## config.mk

```make
export PLATFORM = sky130hd
export DESIGN_NAME = aclk_multi_alarm_core
export DESIGN_NICKNAME = d
export VERILOG_FILES = /design/src/rtl/aclk_multi_alarm_core.sv
export SDC_FILE = /design/constraint.sdc
export NUM_CORES = 1
export LEC_CHECK = 0
export ABC_AREA = 1
export CAP_MARGIN = 20
export CORE_ASPECT_RATIO = 0.6
export CORE_UTILIZATION = 35
export CTS_CLUSTER_DIAMETER = 60
export DETAILED_ROUTE_END_ITERATION = 10
export GPL_ROUTABILITY_DRIVEN = 1
export HOLD_SLACK_MARGIN = 0.05
export PLACE_DENSITY = 0.64
export SYNTH_ARGS = -nofsm -noshare
export SYNTH_HDL_FRONTEND = slang
export SYNTH_SLANG_ARGS = --single-unit
```

## constraint.sdc

```tcl
create_clock -name clk -period 2.38 [get_ports clk]
set_input_delay 0.714 -clock clk [delete_from_list [all_inputs] [get_ports clk]]
set_output_delay 0.714 -clock clk [all_outputs]
set_load 0.005 [all_outputs]
```

## src/rtl/aclk_multi_alarm_core.sv

```systemverilog
// BCD real-time clock (HH:MM:SS) with NUM_ALARMS independent alarm channels, each with a ring/snooze FSM.
// Time, alarm_ring, ringing and load_err are registered (one-edge latency); tick decodes the prescaler register.
module aclk_multi_alarm_core #(
  parameter int CLK_DIV        = 10,
  parameter int NUM_ALARMS     = 4,
  parameter int SNOOZE_MIN     = 5,
  parameter int RING_TIMEOUT_S = 60,
  parameter int ASEL_W         = 2
) (
  input  logic                  clk,
  input  logic                  reset,
  input  logic [1:0]            H_in1,
  input  logic [3:0]            H_in0,
  input  logic [3:0]            M_in1,
  input  logic [3:0]            M_in0,
  input  logic                  LD_time,
  input  logic                  LD_alarm,
  input  logic [ASEL_W-1:0]     alarm_sel,
  input  logic [NUM_ALARMS-1:0] AL_ON,
  input  logic                  STOP,
  input  logic                  SNOOZE,
  output logic [1:0]            H_out1,
  output logic [3:0]            H_out0,
  output logic [3:0]            M_out1,
  output logic [3:0]            M_out0,
  output logic [3:0]            S_out1,
  output logic [3:0]            S_out0,
  output logic [NUM_ALARMS-1:0] alarm_ring,
  output logic                  ringing,
  output logic                  tick,
  output logic                  load_err
);
  localparam int          PW           = (CLK_DIV > 1) ? $clog2(CLK_DIV) : 1;
  localparam logic [11:0] SNOOZE_TICKS = 12'(SNOOZE_MIN * 60);
  localparam logic [7:0]  RING_LAST    = 8'(RING_TIMEOUT_S - 1);

  typedef enum logic [1:0] {IDLE, RING, SNOOZED} state_t;

  logic [PW-1:0] presc;
  logic          in_ok, sel_ok, ld_t, ld_a, adv;
  logic [1:0]    h1_n;
  logic [3:0]    h0_n, m1_n, m0_n, s1_n, s0_n;

  logic [1:0]  al_h1 [NUM_ALARMS];
  logic [3:0]  al_h0 [NUM_ALARMS];
  logic [3:0]  al_m1 [NUM_ALARMS];
  logic [3:0]  al_m0 [NUM_ALARMS];
  state_t      st_q  [NUM_ALARMS];
  state_t      st_d  [NUM_ALARMS];
  logic [7:0]  rs_q  [NUM_ALARMS];
  logic [7:0]  rs_d  [NUM_ALARMS];
  logic [11:0] cd_q  [NUM_ALARMS];
  logic [11:0] cd_d  [NUM_ALARMS];
  logic [NUM_ALARMS-1:0] match, ring_d;

  assign tick   = (presc == PW'(CLK_DIV - 1));
  assign in_ok  = (H_in0 <= 4'd9) && (M_in0 <= 4'd9) && (M_in1 <= 4'd5) &&
                  ((H_in1 < 2'd2) || ((H_in1 == 2'd2) && (H_in0 <= 4'd3)));
  assign sel_ok = (32'(alarm_sel) < NUM_ALARMS);
  assign ld_t   = LD_time && in_ok;
  assign ld_a   = LD_alarm && in_ok && sel_ok;
  // A time load wins over a coincident tick, so it can never produce an alarm match.
  assign adv    = tick && !ld_t;

  always_comb begin
    {h1_n, h0_n, m1_n, m0_n, s1_n, s0_n} = {H_out1, H_out0, M_out1, M_out0, S_out1, S_out0};
    if (tick) begin
      if (S_out0 != 4'd9) s0_n = S_out0 + 4'd1;
      else begin
        s0_n = 4'd0;
        if (S_out1 != 4'd5) s1_n = S_out1 + 4'd1;
        else begin
          s1_n = 4'd0;
          if (M_out0 != 4'd9) m0_n = M_out0 + 4'd1;
          else begin
            m0_n = 4'd0;
            if (M_out1 != 4'd5) m1_n = M_out1 + 4'd1;
            else begin
              m1_n = 4'd0;
              if ((H_out1 == 2'd2) && (H_out0 == 4'd3)) begin
                h1_n = 2'd0;
                h0_n = 4'd0;
              end else if (H_out0 == 4'd9) begin
                h0_n = 4'd0;
                h1_n = H_out1 + 2'd1;
              end else begin
                h0_n = H_out0 + 4'd1;
              end
            end
          end
        end
      end
    end
  end

  always_comb begin
    for (int i = 0; i < NUM_ALARMS; i++) begin
      match[i] = adv && (s1_n == 4'd0) && (s0_n == 4'd0) && (h1_n == al_h1[i]) &&
                 (h0_n == al_h0[i]) && (m1_n == al_m1[i]) && (m0_n == al_m0[i]);
    end
  end

  always_comb begin
    for (int i = 0; i < NUM_ALARMS; i++) begin
      st_d[i] = st_q[i];
      rs_d[i] = rs_q[i];
      cd_d[i] = cd_q[i];
      if (!AL_ON[i] || (ld_a && (alarm_sel == ASEL_W'(i)))) begin
        st_d[i] = IDLE;
      end else begin
        case (st_q[i])
          IDLE: begin
            if (match[i]) begin
              st_d[i] = RING;
              rs_d[i] = 8'd0;
            end
          end
          RING: begin
            if (STOP) st_d[i] = IDLE;
            else if (SNOOZE) begin
              st_d[i] = SNOOZED;
              cd_d[i] = SNOOZE_TICKS;
            end else if (tick) begin
              if (rs_q[i] == RING_LAST) st_d[i] = IDLE;
              else rs_d[i] = rs_q[i] + 8'd1;
            end
          end
          SNOOZED: begin
            if (STOP) st_d[i] = IDLE;
            else if (tick) begin
              if (cd_q[i] <= 12'd1) begin
                st_d[i] = RING;
                rs_d[i] = 8'd0;
                cd_d[i] = 12'd0;
              end else begin
                cd_d[i] = cd_q[i] - 12'd1;
              end
            end
          end
          default: st_d[i] = IDLE;
        endcase
      end
      ring_d[i] = (st_d[i] == RING);
    end
  end

  always_ff @(posedge clk) begin
    if (reset) begin
      presc      <= '0;
      H_out1     <= '0;
      H_out0     <= '0;
      M_out1     <= '0;
      M_out0     <= '0;
      S_out1     <= '0;
      S_out0     <= '0;
      load_err   <= 1'b0;
      alarm_ring <= '0;
      ringing    <= 1'b0;
      for (int i = 0; i < NUM_ALARMS; i++) begin
        st_q[i]  <= IDLE;
        rs_q[i]  <= '0;
        cd_q[i]  <= '0;
        al_h1[i] <= '0;
        al_h0[i] <= '0;
        al_m1[i] <= '0;
        al_m0[i] <= '0;
      end
    end else begin
      load_err <= (LD_time && !in_ok) || (LD_alarm && !(in_ok && sel_ok));
      if (ld_t) begin
        presc  <= '0;
        H_out1 <= H_in1;
        H_out0 <= H_in0;
        M_out1 <= M_in1;
        M_out0 <= M_in0;
        S_out1 <= 4'd0;
        S_out0 <= 4'd0;
      end else begin
        presc  <= tick ? '0 : presc + 1'b1;
        H_out1 <= h1_n;
        H_out0 <= h0_n;
        M_out1 <= m1_n;
        M_out0 <= m0_n;
        S_out1 <= s1_n;
        S_out0 <= s0_n;
      end
      for (int i = 0; i < NUM_ALARMS; i++) begin
        st_q[i] <= st_d[i];
        rs_q[i] <= rs_d[i];
        cd_q[i] <= cd_d[i];
        if (ld_a && (alarm_sel == ASEL_W'(i))) begin
          al_h1[i] <= H_in1;
          al_h0[i] <= H_in0;
          al_m1[i] <= M_in1;
          al_m0[i] <= M_in0;
        end
      end
      alarm_ring <= ring_d;
      ringing    <= |ring_d;
    end
  end
endmodule

```

==> run summary <==
Fin util: 0.511
Yosys warning count: 0
Core Region: 28000 µm²
RSZ-0062 raised after global routing: yes
Slew Viols, Final: 0
Min setup slack post-route: -0.292 ns
Number of distinct library cells after synthesis: 48
Most common cell in the netlist: nand2_1
Switching Share: 0.249
DRC viols: 0
Most used cell, CP: nand2_4
First-pass GRT wire length: 48700 µm
Leakage: 6.21 nW
Die Width: 221 µm
Largest net degree at the start of global routing: 29
Combinational share of power: 0.090
Number of synthesized register bits: 176
Power Internal: 4.97 mW
Layout cell share with drive strength beyond 1: 0.275
Hold_buf cts: 0
Top cells by count, synth: 303 x nand2_1, 242 x nor2_1, 186 x inv_1
CP Data Arrival Time: 3.00 ns
Worst setup EP type: flop
Row count: 47
Clock share of power: 0.426
TritonRoute pass-1 iters: 7
Top post-synthesis cells by area: dfxtp_1 24%, edfxtp_1 17%, nand2_1 11%, nor2_1 9.0%, inv_1 6.9%
Yosys top cell by area: dfxtp_1
Pwr/cell area: 463 nW/µm²
Min Hold Slack: 0.474 ns
Kind of critical path: flop to flop
Max-Cap Viols: 0
Drt total wl: 30400 µm
Run status: finished, violations left
Ys flop type: dfxtp_1
Worst-Margin Slew: 0.532 ns
Clock buffer depth: 2
Sw Pwr: 1.65 mW
CP max-delay cell: dfxtp_2
Area growth from synthesis to layout: 41.5%
Final nets: 1747
Clock transition at path regs: 0.07 ns
Worst Clk Skew: 0.0110 ns
Starting DRT DRC Count: 740
Post-DP HPWL: 22200 µm
Failing checks: negative setup slack
HP Class: flop to flop
Sequential share of the synthesized area: 0.404
Final hold viol count: 0
Fin crit period: 2.67 ns
Post-synthesis cell count: 1433
Full die area: 29600 µm²
Routability congestion estimate: 0.901
Post-synth top area share: 0.238
Antenna Nets Post-Route: 0
IO Port Bufs: 54
Post-synth ARST share: 0
Antenna violations before repair: 0
Max incr delay on CP: 0.32 ns
Drt wl/cell: 14.6 µm
H-tree depth: 4
CP max FO: 8
TritonCTS clock tree: done
EDFF count, synth: 56
Worst-skew pair later-pin latency: 0.46 ns
Max Freq: 374 MHz
Share of power burned in registers: 0.484
Starting Density: 0.361
Vias per std cell: 4.94
# IOs: 55
Worst vdd ir: 0.402 mV
Final TNS setup: -8.10 ns
Worst EP required: 2.71 ns
GR Util All Layers: 0.207
Congestion Overflow GR: 0
Die height: 134 µm
Fin crit share: 1.12
Post-Syn Area: 10100 µm²
Via count: 10300
Vias in the first global route: 9735
Final setup violation count: 40
Worst setup SP type: flop
Clock sink count: 176
Mean Syn Cell Area: 7.05 µm²
Clk Tree Root Cell: clkbuf_16
Number of CTS-inserted buffers: 17
Crit-path cells: inv_2 > ha_4 > nand2_4 > nor2_4 > nand2_4 > nor2_8 > buf_12 > nand2_8 > nand2_2 > nand2_4 > inv_2 > nor2_1 > nor2_4 > nand3_2 > nor2_4 > nand2_2 > nand2_4 > buf_6 > nand2_8 > nand2_2 > a21oi_2
Relative slew slack: 0.636
ANT cells: 0
## placed cells by master, fill, tap and decap left out, types with 5 or more instances in the layout
cell type        Yosys  routed
nor2_1             242     213
clkbuf_16            0      17
nor3_1              37      32
clkdlybuf4s50_1      0      41
buf_4                1     190
buf_6                2      15
a21oi_2              0      23
or2_2                8       7
nor4_1               7       7
nand2_4              6      33
nor2_2               7      22
nand2_1            303     245
inv_2                7      11
nor2_4               3      17
ha_1                19      18
xor2_1              31      30
nand3b_1            12      12
dfxtp_1            120     116
a21oi_1             79      56
nand3_1             85      60
xnor2_1             16      16
nand4_1             38      38
edfxtp_1            56      56
o21ai_2              2       5
dlymetal6s2s_1       0       8
inv_1              186     180
nor3b_1             14      13
o21ai_0             70      64
buf_12               0      12
nand3_4              0       9
nand3_2              6      22
nand2_2             18      46
o21ai_1              7       8
## final timing paths
check | slack [ns] | depth (start not counted) | startpoint | end
worst max-delay path | -0.29 | 21 | presc[1] | rs_q[0][4]
worst min-delay path | 0.47 | 2 | rs_q[0][7] | rs_q[0][7]
worst max register to register | -0.29 | 21 | presc[1] | rs_q[0][4]
worst min register to register | 0.47 | 2 | rs_q[0][7] | rs_q[0][7]
## routing by layer
layer	track usage	vias up	wire length [µm]
met1	0.297	4799	15100
li1	-	5188	-
met5	0	-	0
met4	0.0583	0	403
met3	0.0463	36	2010
met2	0.311	254	12900
## stage by stage
step	area [µm²]	total power, mW	std cells	worst slack, ns
2_1_floorplan	10100	3.49	1436	0.00928
3_3_place_gp	12600	3.76	2026	-0.867
3_5_place_dp	12600	3.77	2026	-0.908
4_1_cts	13700	6.64	2076	-0.303
5_1_grt	14300	6.83	2082	-0.448
6_report	14300	6.62	2082	-0.292
## critical path: cells and delay by family (launching register included)
kind / cells / cell delay [ns]
flip-flops: 1 / 0.32
buffers and inverters: 4 / 0.43
AND/OR/NAND/NOR: 15 / 1.57
adder cells (fa/ha/maj): 1 / 0.15
AO/OA/AOI/OAI: 1 / 0.05
## area by class of cell
| type | instances | area (µm²) |
|---|---|---|
| clock inverters | 12 | 133 |
| fillers | 2593 | 13700 |
| inverters | 196 | 754 |
| well taps | 367 | 459 |
| flip-flops and latches | 176 | 4090 |
| multi-input cells | 1040 | 6050 |
| repair buffers | 271 | 2380 |
| clock buffers | 20 | 437 |
## cells by family (layout without fill, tap and decap cells)
family	Yosys count	count (layout)	synth area share
AO/OA/AOI/OAI	179	179	0.0957
XOR/XNOR	47	47	0.0407
adder cells (fa/ha/maj)	19	19	0.0235
buffers and inverters	221	499	0.0842
flip-flops	176	176	0.404
other	1	4	0.000371
AND/OR/NAND/NOR	790	791	0.352
## power by group through the flow
stage,clock (mW),sequential [mW],combinational (mW)
after floorplan,0,3.26,0.228
final,2.82,3.20,0.593
after global routing,2.99,3.21,0.639
after global placement,0,3.26,0.502
after detailed placement,0,3.27,0.508
after CTS,2.88,3.20,0.551
## flip-flops by register name, indices dropped and copies added, names as in the netlist, 2 cells and up
register and flops:
cd_q 48, rs_q 32, al_h0 16, al_m0 16, al_m1 16, al_h1 8
st_q 8, H_out0 4, M_out0 4, M_out1 4, S_out0 4, S_out1 4
alarm_ring 4, presc 4, H_out1 2
## what timing repair did
action	4_1_cts	5_1_grt
setup buffers	17	8
endpoints found under the setup margin	70	82
resized for setup	125	147
gates cloned	1	0
pin swaps	43	62
Note: power is estimated with default switching activity, not from simulation.
